--- src/rtl/fetch_unit_if.sv ---
// Fetch unit bus: next-PC loop, pipeline control, instruction memory
// handshake and the IF/ID register outputs, bundled into one interface.
interface fetch_unit_if;
  logic [31:0] pc;
  logic [31:0] npc;
  logic        redirect;
  logic        stall;
  logic        flush;
  logic        imem_req;
  logic [31:0] imem_addr;
  logic        imem_rvalid;
  logic [31:0] imem_rdata;
  logic [31:0] if_id_pc;
  logic [31:0] if_id_inst;
  logic        if_id_valid;

  // Fetch unit side
  modport master (
    output pc, imem_req, imem_addr, if_id_pc, if_id_inst, if_id_valid,
    input  npc, redirect, stall, flush, imem_rvalid, imem_rdata
  );

  // Environment side: next-PC logic, decode stage and instruction memory
  modport slave (
    input  pc, imem_req, imem_addr, if_id_pc, if_id_inst, if_id_valid,
    output npc, redirect, stall, flush, imem_rvalid, imem_rdata
  );
endinterface

--- src/rtl/fetch_unit.sv ---
// Instruction fetch stage: single-outstanding fetch FSM (ISSUE/WAIT/HOLD)
// feeding the IF/ID pipeline register. A redirect while a fetch is in
// flight marks the response for dropping; a response that arrives while
// decode is stalled parks in a one-entry hold buffer.
module fetch_unit #(
  parameter logic [31:0] RESET_PC = 32'h0000_0000,
  parameter logic [31:0] NOP_INST = 32'h0000_0013
) (
  input  logic          clk,
  input  logic          rst,
  fetch_unit_if.master  bus
);

  typedef enum logic [1:0] {ISSUE, WAIT, HOLD} state_t;

  typedef struct packed {
    logic [31:0] pc;
    logic [31:0] inst;
    logic        valid;
  } ifid_t;

  state_t      state_q, state_d;
  logic [31:0] pc_q, pc_d;
  logic [31:0] hold_q, hold_d;
  logic        drop_q, drop_d;
  ifid_t       ifid_q, ifid_d;

  logic        req;
  logic        load;
  logic [31:0] load_inst;

  // FSM state, PC, drop flag and hold buffer
  always_ff @(posedge clk or posedge rst) begin
    if (rst) begin
      state_q <= ISSUE;
      pc_q    <= RESET_PC;
      hold_q  <= '0;
      drop_q  <= 1'b0;
    end else begin
      state_q <= state_d;
      pc_q    <= pc_d;
      hold_q  <= hold_d;
      drop_q  <= drop_d;
    end
  end

  // Next-state logic: redirect always wins over stall for pc and buffer
  always_comb begin
    state_d   = state_q;
    pc_d      = pc_q;
    hold_d    = hold_q;
    drop_d    = drop_q;
    req       = 1'b0;
    load      = 1'b0;
    load_inst = hold_q;
    case (state_q)
      ISSUE: begin
        // The request goes out even on redirect; its response is dropped.
        req     = 1'b1;
        state_d = WAIT;
        if (bus.redirect) begin
          pc_d   = bus.npc;
          drop_d = 1'b1;
        end
      end
      WAIT: begin
        if (bus.redirect) begin
          pc_d = bus.npc;
          if (bus.imem_rvalid) begin
            // Stale response retires now, so nothing is left to drop.
            drop_d  = 1'b0;
            state_d = ISSUE;
          end else begin
            drop_d = 1'b1;
          end
        end else if (bus.imem_rvalid) begin
          if (drop_q) begin
            // pc already holds the redirect target.
            drop_d  = 1'b0;
            state_d = ISSUE;
          end else if (bus.stall) begin
            hold_d  = bus.imem_rdata;
            state_d = HOLD;
          end else begin
            load      = 1'b1;
            load_inst = bus.imem_rdata;
            pc_d      = bus.npc;
            state_d   = ISSUE;
          end
        end
      end
      HOLD: begin
        if (bus.redirect) begin
          pc_d    = bus.npc;
          hold_d  = '0;
          state_d = ISSUE;
        end else if (!bus.stall) begin
          load      = 1'b1;
          load_inst = hold_q;
          pc_d      = bus.npc;
          state_d   = ISSUE;
        end
      end
      default: state_d = ISSUE;
    endcase
  end

  // IF/ID next value: flush beats load and stall; idle without stall is a bubble
  always_comb begin
    ifid_d = ifid_q;
    if (bus.flush) begin
      ifid_d.valid = 1'b0;
      ifid_d.inst  = NOP_INST;
    end else if (load) begin
      ifid_d = '{pc: pc_q, inst: load_inst, valid: 1'b1};
    end else if (!bus.stall) begin
      ifid_d.valid = 1'b0;
      ifid_d.inst  = NOP_INST;
    end
  end

  // IF/ID pipeline register
  always_ff @(posedge clk or posedge rst) begin
    if (rst) begin
      ifid_q <= '{pc: 32'h0, inst: NOP_INST, valid: 1'b0};
    end else begin
      ifid_q <= ifid_d;
    end
  end

  // Request is masked during reset since the state already sits in ISSUE.
  assign bus.imem_req    = req & ~rst;
  assign bus.imem_addr   = pc_q;
  assign bus.pc          = pc_q;
  assign bus.if_id_pc    = ifid_q.pc;
  assign bus.if_id_inst  = ifid_q.inst;
  assign bus.if_id_valid = ifid_q.valid;

endmodule
--- src/flat_wrapper.sv ---
// flat-port wrapper written by rule: the top's interface ports become plain ports
module fetch_unit_flat 
#(
  parameter logic [31:0] RESET_PC = 32'h0000_0000,
  parameter logic [31:0] NOP_INST = 32'h0000_0013
)
  (clk, rst, bus_pc, bus_imem_req, bus_imem_addr, bus_if_id_pc, bus_if_id_inst, bus_if_id_valid, bus_npc, bus_redirect, bus_stall, bus_flush, bus_imem_rvalid, bus_imem_rdata);
  fetch_unit_if bus_i ();
  input  logic clk;
  input  logic rst;
  output wire logic [$bits(bus_i.pc)-1:0] bus_pc;
  output wire logic [$bits(bus_i.imem_req)-1:0] bus_imem_req;
  output wire logic [$bits(bus_i.imem_addr)-1:0] bus_imem_addr;
  output wire logic [$bits(bus_i.if_id_pc)-1:0] bus_if_id_pc;
  output wire logic [$bits(bus_i.if_id_inst)-1:0] bus_if_id_inst;
  output wire logic [$bits(bus_i.if_id_valid)-1:0] bus_if_id_valid;
  input wire logic [$bits(bus_i.npc)-1:0] bus_npc;
  input wire logic [$bits(bus_i.redirect)-1:0] bus_redirect;
  input wire logic [$bits(bus_i.stall)-1:0] bus_stall;
  input wire logic [$bits(bus_i.flush)-1:0] bus_flush;
  input wire logic [$bits(bus_i.imem_rvalid)-1:0] bus_imem_rvalid;
  input wire logic [$bits(bus_i.imem_rdata)-1:0] bus_imem_rdata;
  assign bus_pc = bus_i.pc;
  assign bus_imem_req = bus_i.imem_req;
  assign bus_imem_addr = bus_i.imem_addr;
  assign bus_if_id_pc = bus_i.if_id_pc;
  assign bus_if_id_inst = bus_i.if_id_inst;
  assign bus_if_id_valid = bus_i.if_id_valid;
  assign bus_i.npc = bus_npc;
  assign bus_i.redirect = bus_redirect;
  assign bus_i.stall = bus_stall;
  assign bus_i.flush = bus_flush;
  assign bus_i.imem_rvalid = bus_imem_rvalid;
  assign bus_i.imem_rdata = bus_imem_rdata;
  fetch_unit #(.RESET_PC(RESET_PC), .NOP_INST(NOP_INST)) u_core (.clk(clk), .rst(rst), .bus(bus_i));
endmodule
--- config.mk ---
export PLATFORM = sky130hd
export DESIGN_NAME = fetch_unit_flat
export DESIGN_NICKNAME = d
export VERILOG_FILES = /design/src/rtl/fetch_unit_if.sv /design/src/rtl/fetch_unit.sv /design/src/flat_wrapper.sv
export SDC_FILE = /design/constraint.sdc
export NUM_CORES = 1
export LEC_CHECK = 0
export BUFFER_PORTS_ARGS = -buffer_cell sky130_fd_sc_hd__buf_2
export CAP_MARGIN = 20
export CORE_ASPECT_RATIO = 1.5
export CORE_UTILIZATION = 35
export DETAILED_ROUTE_END_ITERATION = 12
export PLACE_DENSITY = 0.65
export SLEW_MARGIN = 20
export SYNTH_ARGS = -nofsm -noshare
export SYNTH_HDL_FRONTEND = slang
export SYNTH_SLANG_ARGS = --single-unit
--- constraint.sdc ---
create_clock -name clk -period 6.7 [get_ports clk]
set_input_delay 1.34 -clock clk [delete_from_list [all_inputs] [get_ports clk]]
set_output_delay 1.34 -clock clk [all_outputs]
set_load 0.03 [all_outputs]
-- Yosys cells after proc, flatten, opt, wreduce, memory -nomap -nowiden
Index checks and enable logic that the tools add are counted.
- bits in registers: 132
- bits of input ports: 70
- output and inout bits: 130
- logic and storage cells: 72
- eq/ne operators: 12
- multiplexer cells: 41
- bitwise gates (word level): 3
- reduce and logical (&&, ||, !) cells: 9
- operators with widths (operator ; count):
    32-bit two-way mux ; 16
    33-bit two-way mux ; 3
    32-bit case mux with 3 select lines ; 1
    32-bit case mux with 2 select lines ; 1
    2-bit two-way mux ; 7
    2-bit inequality test (second input constant) ; 6
    1-bit two-way mux ; 10
    3-bit inequality test (second input constant) ; 3
    2-bit case mux with 3 select lines ; 1
    6-bit AND reduction ; 1
    1-bit case mux with 2 select lines ; 2
    2-bit AND reduction ; 2
    4-bit AND reduction ; 1
    2-bit nonzero test ; 2
    3-bit by 1-bit inequality test with 1-bit output (second input constant) ; 1
    3-bit AND reduction ; 1
    3-bit nonzero test ; 1
    2-bit by 1-bit == test with 1-bit output (second input constant) ; 1
    2-bit == test (second input constant) ; 1
    2-bit zero test ; 1
    1-bit inverter ; 2
    1-bit AND ; 1

-- Depth between registers and ports, before layout
- depth in word-level cells: 7
- gate-level depth with buffers: 8
- mapped depth without buffers: 5

-- Worst setup path before layout
OpenSTA, ideal clock, no wires.
- path type: input -> output
- from: input port rst
- to: output port bus_imem_req
- data arrival time: 1772 ps
- required time: 5360 ps
- slack: 3588 ps
- stages on the path: 1
- path buffers: 0
- cell sequence: nor2b_1
- longest elaborated chain between the ends: 2
- RTL lines (element ; RTL line ; source):
    start, declared ; flat_wrapper.sv:10 ; input logic rst;
    1-bit inverter ; fetch_unit.sv:132 ; assign bus.imem_req = req & ~rst;
    1-bit AND ; fetch_unit.sv:132 ;
    end, declared ; flat_wrapper.sv:12 ; output wire logic [$bits(bus_i.imem_req)-1:0] bus_imem_req;
No other way between the ends.

-- Final worst setup path
- from: input port bus_imem_rvalid
- to: register u_core.ifid_q, in the netlist u_core.bus.if_id_pc[29]
- longest elaborated chain between the ends: 4
- RTL lines (element ; RTL line ; source):
    start, declared ; flat_wrapper.sv:21 ; input wire logic [$bits(bus_i.imem_rvalid)-1:0] bus_imem_rvalid;
    1-bit two-way mux ; fetch_unit.sv:76 ; end else if (bus.imem_rvalid) begin
    1-bit two-way mux ; fetch_unit.sv:67 ; if (bus.redirect) begin
    1-bit case mux with 2 select lines ; fetch_unit.sv:56 ; case (state_q)
    2-bit AND reduction (no source line) ; -- ;
    end signal, assigned ; fetch_unit.sv:125 ; ifid_q <= '{pc: 32'h0, inst: NOP_INST, valid: 1'b0};
    end signal, assigned ; fetch_unit.sv:127 ; ifid_q <= ifid_d;
    end, declared ; fetch_unit.sv:26 ; ifid_t ifid_q, ifid_d;
No other way between the ends.
A chain may end at the register's enable or synchronous reset.

==> impl_metrics.csv <==
group,metric,value,unit
clock_network,numCtsBuffers,17,
timing,setup-tns-final,0,ns
critical_path,critPathLaunchType,"input port",
timing,skew,0.00638,ns
critical_path,slowest_stage,"a21o_2",
flow_run,cap_violations,0,
synthesis,synth-async-reset-ratio,100,%
synthesis,synth_cell_types,27,
clock_network,clk_pin_slew,0.06,ns
power_and_ir_drop,p_leak,4.06,nW
critical_path,worstPathMaxFanout,35,
die,die_h,164,um
clock_network,clkSinkCount,132,
timing,final-max-slew-violation-count,0,
die,initial_core_util,35.6,%
route,vias,4044,
route,routed_wl,13500,um
clock_network,cts_tree,"yes",
critical_path,arrival,3.47,ns
layout,nFillCells,1631,
placement,portBuffers,199,
route,wl_per_cell,15.5,um
synthesis,ys_warn_count,0,
power_and_ir_drop,p_sw_share,39.1,%
die,die_w,110,um
clock_network,clock_path_buffers,2,
die,rows,59,
timing,fmax,315,MHz
layout,drive_above_1_share,52.8,%
power_and_ir_drop,seqPwrFrac,35.0,%
synthesis,ys_seq_area_share,53.8,%
critical_path,max_stage_delay,0.96,ns
layout,final_nets,718,
synthesis,avgSynthCellArea,12.8,sq um
clock_network,clockRootBuffer,"clkbuf_16",
power_and_ir_drop,p_int,0.00213,W
route,drt_iter0_drc,182,
critical_path,endpoint_kind,"register",
grt,use_met1,16.6,%
grt,use_met3,4.17,%
layout,final_cell_mix,"buf_2, dfrtp_1, mux2_2, nor2b_1, nand2_1",
layout,final_common_cell,"buf_2",
synthesis,synth_edf_count,0,
clock_network,cts_resized,0,
grt,grt_pass1_vias,3993,
route,drc,0,
placement,hpwl,9320,um
synthesis,synth_top_area_cell,"dfrtp_1",
clock_network,cts_hold_buf,0,
power_and_ir_drop,p_per_area,453,mW/mm^2
grt,overflow,0,
clock_network,insertion_delay,0.42,ns
placement,place_ws,3.05,ns
synthesis,synth_area,0.00615,sq mm
synthesis,synthCells,479,
power_and_ir_drop,ir_worst_vdd,0.345,mV
layout,area_delta_synth_final,25.9,%
clock_network,cts-htree-levels,4,
placement,gp_congestion,0.707,
grt,grt.busiest_layer,"met2",
die,io_pins,200,
synthesis,syn_nets,554,
layout,n_antenna_cell,0,
timing,tightestPinTransition,1.09,ns
power_and_ir_drop,net-switching-power,0.00137,W
grt,grt_use_met2,26.6,%
power_and_ir_drop,p_total,0.00350,W
layout,register_area,0.00331,sq mm
die,die_area,0.0181,sq mm
synthesis,synthFlopType,"dfrtp_1",
timing,post-route-period-util,47.3,%
synthesis,yosysTopAreaCellShare,52.5,%
clock_network,post-cts-setup-buffers,0,
timing,rsz0062_at_grt,"false",
worst_hold_path,hold_path.class,"reg -> reg",
timing,hold_viol,0,
synthesis,synth_seq_cells,132,
critical_path,criticalPathCategory,"in -> reg",
power_and_ir_drop,comb_power_share,38.6,%
critical_path,path_cells,"buf_2 > nand3b_1 > buf_4 > a21o_2 > mux2_2",
critical_path,required,7.00,ns
route,avgViaCountPerCell,4.66,
route,dr.pass1.iters,4,
grt,grt_max_degree,78,
grt,grt_pass1_wl,20200,um
grt,grt_use_total,15.0,%
timing,fin_crit,3.17,ns
synthesis,synthTopCellsByArea,"dfrtp_1, mux2_2, mux2_4",
grt,grt_antenna_before_repair,0,
run_status,status,"finished clean",
timing,maxSlewHeadroom,27.4,%
timing,setup_slack,3.53,ns
power_and_ir_drop,p_clk_share,26.4,%
route,antenna_left,0,
layout,multi_input_area,0.00246,sq mm
die,core_area,0.0173,sq mm
timing,setup_viol,0,
## stage by stage
step           util, %  hold slack, ns  cell area, sq um  std cells
2_1_floorplan        -           0.472              6150        479
3_3_place_gp      41.0           0.462              7080        835
3_5_place_dp      41.0           0.468              7080        835
4_1_cts           44.4           0.482              7670        866
5_1_grt           44.8           0.513              7740        868
6_report          44.8           0.476              7740        868
## cells in the mapped netlist (all sizes together) (5+ instances only)
| cell type | count |
|---|---|
| dfrtp | 129 |
| mux2 | 100 |
| buf | 47 |
| nor2b | 35 |
| nand2 | 31 |
| o21ai | 30 |
| and2 | 29 |
| mux2i | 29 |
| clkbuf | 13 |
| inv | 8 |
| nand2b | 6 |
| ha | 5 |
## critical path, delay by kind of cell
kind / cells / cell delay (ns)
compound gates: 1 / 0.96
buf+inv: 2 / 0.63
mux: 1 / 0.43
simple gates: 1 / 0.08
## routing by layer
metal | vias to the layer above | part of all wire (%)
li1 | 1918 | -
met1 | 1967 | 41
met2 | 144 | 52
met3 | 15 | 5.7
met4 | 0 | 1.4
met5 | - | 0
## power groups by stage
stage	clock network, W	logic, W	registers (W)
after floorplan	0	0.000794	0.00152
after global placement	0	0.00133	0.00122
final	0.000927	0.00135	0.00123
after CTS	0.000956	0.00135	0.00123
after global routing	0.000988	0.00145	0.00127
after detailed placement	0	0.00135	0.00124
## registers in the layout, indices dropped and copies added, names as in the netlist
name	flops
u_core.bus.if_id_valid	1
u_core.state_q	2
u_core.drop_q	1
u_core.bus.imem_addr	32
u_core.bus.if_id_pc	32
u_core.hold_q	32
u_core.bus.if_id_inst	32
## cell families (layout without fill, tap and decap cells)
logic type | count (synthesis) | after routing | share of synthesized area, %
flip-flops | 132 | 132 | 53.8
multiplexers | 129 | 129 | 24.8
AND/OR/NAND/NOR | 105 | 105 | 9.59
buffers and inverters | 68 | 244 | 6.88
AO/OA/AOI/OAI | 40 | 40 | 3.89
adder cells (fa/ha/maj) | 5 | 5 | 1.02
## path summary, 6_finish.rpt
check | slack (ns) | endpoint | cells past startpoint | start
worst max-delay path | 3.53 | u_core.bus.if_id_pc[29] | 5 | bus_imem_rvalid
worst min-delay path | 0.48 | u_core.bus.if_id_inst[31] | 2 | u_core.bus.if_id_inst[31]
worst max register to register | 3.74 | u_core.bus.if_id_pc[29] | 6 | u_core.state_q[1]
worst min register to register | 0.48 | u_core.bus.if_id_inst[31] | 2 | u_core.bus.if_id_inst[31]
max in group asynchronous | 4.52 | u_core.bus.if_id_inst[7] | 4 | rst
min in group asynchronous | 1.05 | u_core.bus.imem_addr[0] | 2 | rst
## cell type report
type,instances,share of cell area (%)
repair buffers,205,14.0
clock inverters,13,1.94
flip-flops and latches,132,42.7
clock buffers,18,5.68
inverters,8,0.420
well taps,213,3.44
multi-input cells,279,31.8
(Power assumes the default switching activity.)
